===== config.mk =====
export PLATFORM = sky130hd
export DESIGN_NAME = bridge_arbiter
export DESIGN_NICKNAME = d
export VERILOG_FILES = /design/src/rtl/bridge_arbiter.sv
export SDC_FILE = /design/constraint.sdc
export NUM_CORES = 1
export LEC_CHECK = 0
export BUFFER_PORTS_ARGS = -buffer_cell sky130_fd_sc_hd__buf_4
export CAP_MARGIN = 10
export CELL_PAD_IN_SITES_DETAIL_PLACEMENT = 1
export CELL_PAD_IN_SITES_GLOBAL_PLACEMENT = 1
export CORE_MARGIN = 8
export CORE_UTILIZATION = 38
export CTS_CLUSTER_SIZE = 25
export DETAILED_ROUTE_END_ITERATION = 7
export PLACE_DENSITY_LB_ADDON = 0.1
export SLEW_MARGIN = 15
export SYNTH_ARGS = -nofsm -noshare
export SYNTH_HDL_FRONTEND = slang
export SYNTH_SLANG_ARGS = --single-unit

===== constraint.sdc =====
create_clock -name clk -period 2.4 [get_ports clk]
set_input_delay 0.12 -clock clk [delete_from_list [all_inputs] [get_ports clk]]
set_output_delay 0.12 -clock clk [all_outputs]
set_load 0.01 [all_outputs]

===== src/rtl/bridge_arbiter.sv =====
// Two-master arbiter in front of the peripheral bridge: picks one request,
// holds the bridge port for ACCESS_CYCLES cycles, then acks the winner with read data.
module bridge_arbiter #(
  parameter int unsigned ACCESS_CYCLES = 1,
  parameter bit          FIXED_PRIO    = 1'b0
) (
  input  logic        clk,
  input  logic        reset,
  input  logic        m0_req,
  input  logic [31:0] m0_addr,
  input  logic [31:0] m0_wd,
  input  logic        m0_we,
  output logic        m0_ack,
  output logic [31:0] m0_rd,
  input  logic        m1_req,
  input  logic [31:0] m1_addr,
  input  logic [31:0] m1_wd,
  input  logic        m1_we,
  output logic        m1_ack,
  output logic [31:0] m1_rd,
  output logic [31:0] PrAddr,
  output logic [31:0] PrWD,
  output logic        PrWe,
  input  logic [31:0] PrRD,
  output logic        owner,
  output logic        busy
);

  localparam int unsigned AW = 32;
  localparam int unsigned DW = 32;
  localparam int unsigned CW = 4;
  localparam logic [CW-1:0] LAST_CNT = CW'(ACCESS_CYCLES - 1);

  typedef enum logic [1:0] {IDLE, ACCESS, ACK} state_t;

  state_t        state, state_n;
  logic [CW-1:0] cnt, cnt_n;
  logic [AW-1:0] lat_addr, lat_addr_n;
  logic [DW-1:0] lat_wd, lat_wd_n;
  logic          lat_we, lat_we_n;
  logic          owner_n, last_grant, last_grant_n, winner;
  logic          m0_ack_n, m1_ack_n;
  logic [DW-1:0] m0_rd_n, m1_rd_n;
  logic [AW-1:0] pr_addr_n;
  logic [DW-1:0] pr_wd_n;
  logic          pr_we_n, busy_n;

  // State and registered outputs; reset clears the bus immediately
  always_ff @(posedge clk or negedge reset) begin
    if (!reset) begin
      state      <= IDLE;
      cnt        <= '0;
      lat_addr   <= '0;
      lat_wd     <= '0;
      lat_we     <= 1'b0;
      owner      <= 1'b0;
      last_grant <= 1'b1;
      m0_ack     <= 1'b0;
      m1_ack     <= 1'b0;
      m0_rd      <= '0;
      m1_rd      <= '0;
      PrAddr     <= '0;
      PrWD       <= '0;
      PrWe       <= 1'b0;
      busy       <= 1'b0;
    end else begin
      state      <= state_n;
      cnt        <= cnt_n;
      lat_addr   <= lat_addr_n;
      lat_wd     <= lat_wd_n;
      lat_we     <= lat_we_n;
      owner      <= owner_n;
      last_grant <= last_grant_n;
      m0_ack     <= m0_ack_n;
      m1_ack     <= m1_ack_n;
      m0_rd      <= m0_rd_n;
      m1_rd      <= m1_rd_n;
      PrAddr     <= pr_addr_n;
      PrWD       <= pr_wd_n;
      PrWe       <= pr_we_n;
      busy       <= busy_n;
    end
  end

  // Next state, grant decision and next values of the registered outputs
  always_comb begin
    state_n      = state;
    cnt_n        = cnt;
    lat_addr_n   = lat_addr;
    lat_wd_n     = lat_wd;
    lat_we_n     = lat_we;
    owner_n      = owner;
    last_grant_n = last_grant;
    m0_rd_n      = m0_rd;
    m1_rd_n      = m1_rd;
    m0_ack_n     = 1'b0;
    m1_ack_n     = 1'b0;
    winner       = 1'b0;
    pr_addr_n    = '0;
    pr_wd_n      = '0;
    pr_we_n      = 1'b0;

    unique case (state)
      IDLE: begin
        if (m0_req || m1_req) begin
          if (m0_req && m1_req) winner = FIXED_PRIO ? 1'b0 : ~last_grant;
          else                  winner = m1_req;
          owner_n    = winner;
          lat_addr_n = winner ? {m1_addr[AW-1:2], 2'b00} : {m0_addr[AW-1:2], 2'b00};
          lat_wd_n   = winner ? m1_wd : m0_wd;
          lat_we_n   = winner ? m1_we : m0_we;
          cnt_n      = '0;
          state_n    = ACCESS;
        end
      end
      ACCESS: begin
        cnt_n = cnt + CW'(1);
        if (cnt == LAST_CNT) begin
          state_n = ACK;
          // Ack and data are registered here so they are valid during ACK
          if (owner) begin
            m1_rd_n  = PrRD;
            m1_ack_n = 1'b1;
          end else begin
            m0_rd_n  = PrRD;
            m0_ack_n = 1'b1;
          end
        end
      end
      ACK: begin
        last_grant_n = owner;
        state_n      = IDLE;
      end
      default: state_n = IDLE;
    endcase

    // Write strobe only in the first access cycle: one write per transaction
    if (state_n == ACCESS) begin
      pr_addr_n = lat_addr_n;
      pr_wd_n   = lat_wd_n;
      pr_we_n   = lat_we_n && (cnt_n == '0);
    end
    busy_n = (state_n != IDLE);
  end

endmodule


; ---- After elaboration in Yosys (flattened, before gate mapping)
; Index checks and enable logic that the tools add are counted.
[totals]
reg_bits = 205
input_bits = 166
[op_classes]
addsub = 1
n_eq_ne = 3
mux = 26
bitwise_logic = 2
n_reduce_logical = 10
[ops]
columns = op, n
row1 = two-way mux 32 bit, 8
row2 = two-way mux 1 bit, 13
row3 = logical NOT 4 bit, 2
row4 = one-hot mux 4 bit (2 select lines), 1
row5 = AND reduction 3 bit, 2
row6 = adder 4 x 1 -> 4 bit (second input constant), 1
row7 = equality test 2 x 1 -> 1 bit (second input constant), 2
row8 = two-way mux 2 bit, 2
row9 = two-way mux 4 bit, 1
row10 = one-hot mux 2 bit (2 select lines), 1
row11 = equality test 2 bit (second input constant), 1
row12 = logical AND 1 bit, 2
row13 = logical NOT 2 bit, 1
row14 = inverter 1 bit, 2
row15 = AND reduction 2 bit, 1
row16 = nonzero test 2 bit, 1
row17 = logical OR 1 bit, 1

; ---- Logic depth before layout (Yosys ltp)
[logic_depth]
depth_word = 9
depth_mapped = 8
mapped_depth_nobuf = 6

; ---- Least setup slack after synthesis
; No wires, ideal clock.
[synth_timing]
path_kind = reg2reg
startpoint = register cnt[0]
endpoint = register m0_rd[10]
setup_time_ns = 0.125
arrival_time_ns = 1.774
path_slack_ns = 0.501
stages_incl_launch_ff = 9
n_path_buf = 2
synth_period_minus_slack_ns = 1.899
cell_sequence = dfrtp_1 > inv_1 > ha_1 > nor3b_1 > and2_4 > and2b_1 > buf_6 > buf_12 > mux2_2
[synth_between]
elab_chain_len = 2
[synth_lines]
columns = item, line
row1 = start: declaration, 37  ; logic [CW-1:0] cnt, cnt_n;
row2 = start signal: assignment, 68  ; cnt <= cnt_n;
row3 = logical NOT 4 bit, 118  ; if (cnt == LAST_CNT) begin
row4 = AND reduction 3 bit (no line), --
row5 = end signal: assignment, 76  ; m0_rd <= m0_rd_n;
row6 = end: declaration, 14  ; output logic [31:0] m0_rd,
; No other way between the ends.
; A chain may end at the register's enable or synchronous reset.

; ---- Worst setup path in the final report
[layout_timing]
startpoint = register cnt[0]
endpoint = register m0_rd[23]
; Same word-level chain as after synthesis.

==> run metrics <==
post-route minimum period 2.19 ns; first-pass GRT wire length 43.2 mm; clock latency on the worst-skew pair 0.50 ns; Tot GR Track Use 20.5%; Hold WC Path Type in -> reg; worst path required time 2.78 ns; 1st-iter DRT viols 215; max-slew violation count 0; layout cell share with drive strength beyond 1 39.7%; Routed WL 27.2 mm; post-synthesis compound-gate area fraction 10.0%; setup ws final 0.206 ns; multi-input logic area 2660 µm²; fmax 0.456 GHz; pin count of the biggest net entering global routing 74; Leakage 6.05 nW; Rows 53; part of the cycle the worst path needs 91.4%; worst reg2reg path endpoint m0_rd[23]; pre-CTS setup slack 0.205 ns; initial antenna violation count 0; CTS root buf clkbuf_16; Clock Sinks 205; status finished with violations; Post-Synth XOR/XNOR Area 0.217%; Final Skew 0.00534 ns; sequential share of the synthesized area 63.5%; Synth Area in Adders 0.310%; HPWL Detailed 16.8 mm; # IOs 299; slew margin rel. 59.8%; critical path fanouts, max 33; Worst path slowest cell dfrtp_1; WHS Path Cells 3; Mapped Nets 771; drc violations 0; Most used DFF post-synth dfrtp_1; Area Growth Syn to Fin 60.1%; slowest cell delay on critical path 0.42 ns; # Max-Cap Violations 0; Synth Area in Simple Gates 5.02%; total global routing overflow 0; Post-synth EDFFs 0; Critical R2R Launch cnt[0]; Vias 6596; largest family of logic cells by synthesized area multiplexers; CP endpoint kind flop; critical path type reg -> reg; syn avg cell area 13.4 µm²; #FFs+latches synth 205; Die ar. 26200 µm²; post-route ant nets 0; Post-Synthesis Cells 603; CTS clk-pin slew, worst paths 0.06 ns; Commonest cells post-synth 204 x dfrtp_1, 68 x nor2_1, 63 x a211oi_1, 63 x a21oi_1, 63 x mux2i_1; hold_ws -0.00186 ns; TritonCTS Buffers 23; Hold Path Sink lat_wd[12]; Slew @ Worst Pin 0.599 ns; ys async rst share 100%; WL/cell 20.3 µm; antenna diode count 0; Cell variety after synth 35; top cells by area, synth dfrtp_1 63%, mux2_2 8.1%, mux2i_1 7.8%; register area 5130 µm²; Final setup viols 0; post-CTS sizing 0; most numerous cell in the Yosys netlist dfrtp_1; Yosys top cell area share 63.2%; Filler Cells Inserted 2109; PD cells 1290 nW/µm²; Max IR drop VDD 679 µV; setup_tns 0 ns; initial core utilization 38.5%; H-Tree Depth 1; TritonRoute pass-1 iters 4; RSZ-0062 raised after global routing false; final net count 1217; Worst R2R Setup Slack 0.21 ns; Worst Min Path Start m1_wd[12]; chip width 162 µm; worst-path cell chain inv_1 -> ha_1 -> nor3b_1 -> and2_4 -> and2b_1 -> buf_12 -> mux2_2; PortBufs 294; Hold Vio Cnt, Final 2; post-synthesis mux area share 17.2%; via-per-instance ratio 4.92; FF-to-FF path depth 7; die height 162 µm; total core area 21000 µm²; vias in the first global route 7769; Critical Path Source Type flop; CTS tree built; Post-Syn Area 8080 µm²; CTS Buffer Depth 3; Yosys top cell by area dfrtp_1; Synth warnings 0; gpl congestion 0.709; failing checks negative hold slack; Worst Path Arrival 2.58 ns
## per-layer routing
| layer | part of all wire, % | up-vias | GRT usage, % |
|---|---|---|---|
| met3 | 6.7 | 42 | 5.90 |
| met2 | 53 | 206 | 37.7 |
| met1 | 38 | 3301 | 22.7 |
| met4 | 2.2 | 0 | 5.56 |
| li1 | - | 3047 | - |
| met5 | 0 | - | 0 |
## power by group
| group | total [mW] | internal [mW] | switching [mW] |
|---|---|---|---|
| sequential | 5.91 | 5.16 | 0.756 |
| clock | 3.75 | 2.35 | 1.40 |
| combinational | 6.99 | 3.44 | 3.55 |
## how the worst max path moves through the flow
stage | from | to | slack [ns] | cells after the start
finish | cnt[0] | m0_rd[23] | 0.21 | 7
global route | cnt[0] | m0_rd[23] | 0.08 | 7
CTS | last_grant | lat_addr[16] | 0.02 | 5
detailed placement | cnt[0] | m0_rd[5] | 0.20 | 7
global placement | cnt[0] | m0_rd[21] | 0.36 | 7
floorplan | cnt[0] | m0_rd[10] | 0.50 | 8
## area by class of cell
type	count	area share, %
Tap cell	275	2.66
Clock buffer	32	5.10
Multi-Input combinational cell	353	20.6
Sequential cell	205	39.7
Timing Repair Buffer	462	30.7
Inverter	4	0.116
Clock inverter	9	1.17
## timing repair
item                                   4_1_cts  5_1_grt
hold buffers                               148        0
endpoints found under the hold margin      171        0
setup endpoints to repair                    0        8
setup buffers                                0        1
## logic make-up (layout without fill, tap and decap cells)
logic type | Yosys count | count (layout)
flops | 205 | 205
xor+xnor | 2 | 2
buf+inv | 45 | 507
mux | 128 | 128
fa+ha+maj | 2 | 2
compound gates | 129 | 129
simple gates | 92 | 92
## placed cells by master (no fill, tap or decap), types with 7 or more instances in the layout
cell           instances
dfrtp_1              204
nor2_1                68
mux2_4                 7
a21oi_1               63
a211oi_1              63
dlygate4sd3_1        148
buf_4                303
mux2i_1               63
clkbuf_16             23
buf_12                10
mux2_2                58
## sequential cells by signal (all words and copies together) (netlist names), 2 cells and up
register  cells
lat_addr     32
m1_rd        32
lat_wd       32
state         2
PrWD         32
cnt           4
PrAddr       32
m0_rd        32
## critical path, delay by kind of cell (launching register included)
family	cells	cell delay (ns)
multiplexers	1	0.38
buffers and inverters	2	0.35
flip-flops	1	0.42
adder cells (fa/ha/maj)	1	0.14
AND/OR/NAND/NOR	3	0.76
## through the flow
stage	std cells	hold WS [ns]	instance area (µm²)	util, %	total power, mW
global route	1340	0.0137	12900	61.7	17.7
CTS	1339	0.000339	12900	61.6	16.7
finish	1340	-0.00186	12900	61.7	16.7
detailed placement	1150	0.112	10600	50.7	12.6
floorplan	603	-0.176	8080	-	9.44
global placement	1150	0.107	10600	50.7	12.2
(Power assumes the default switching activity.)
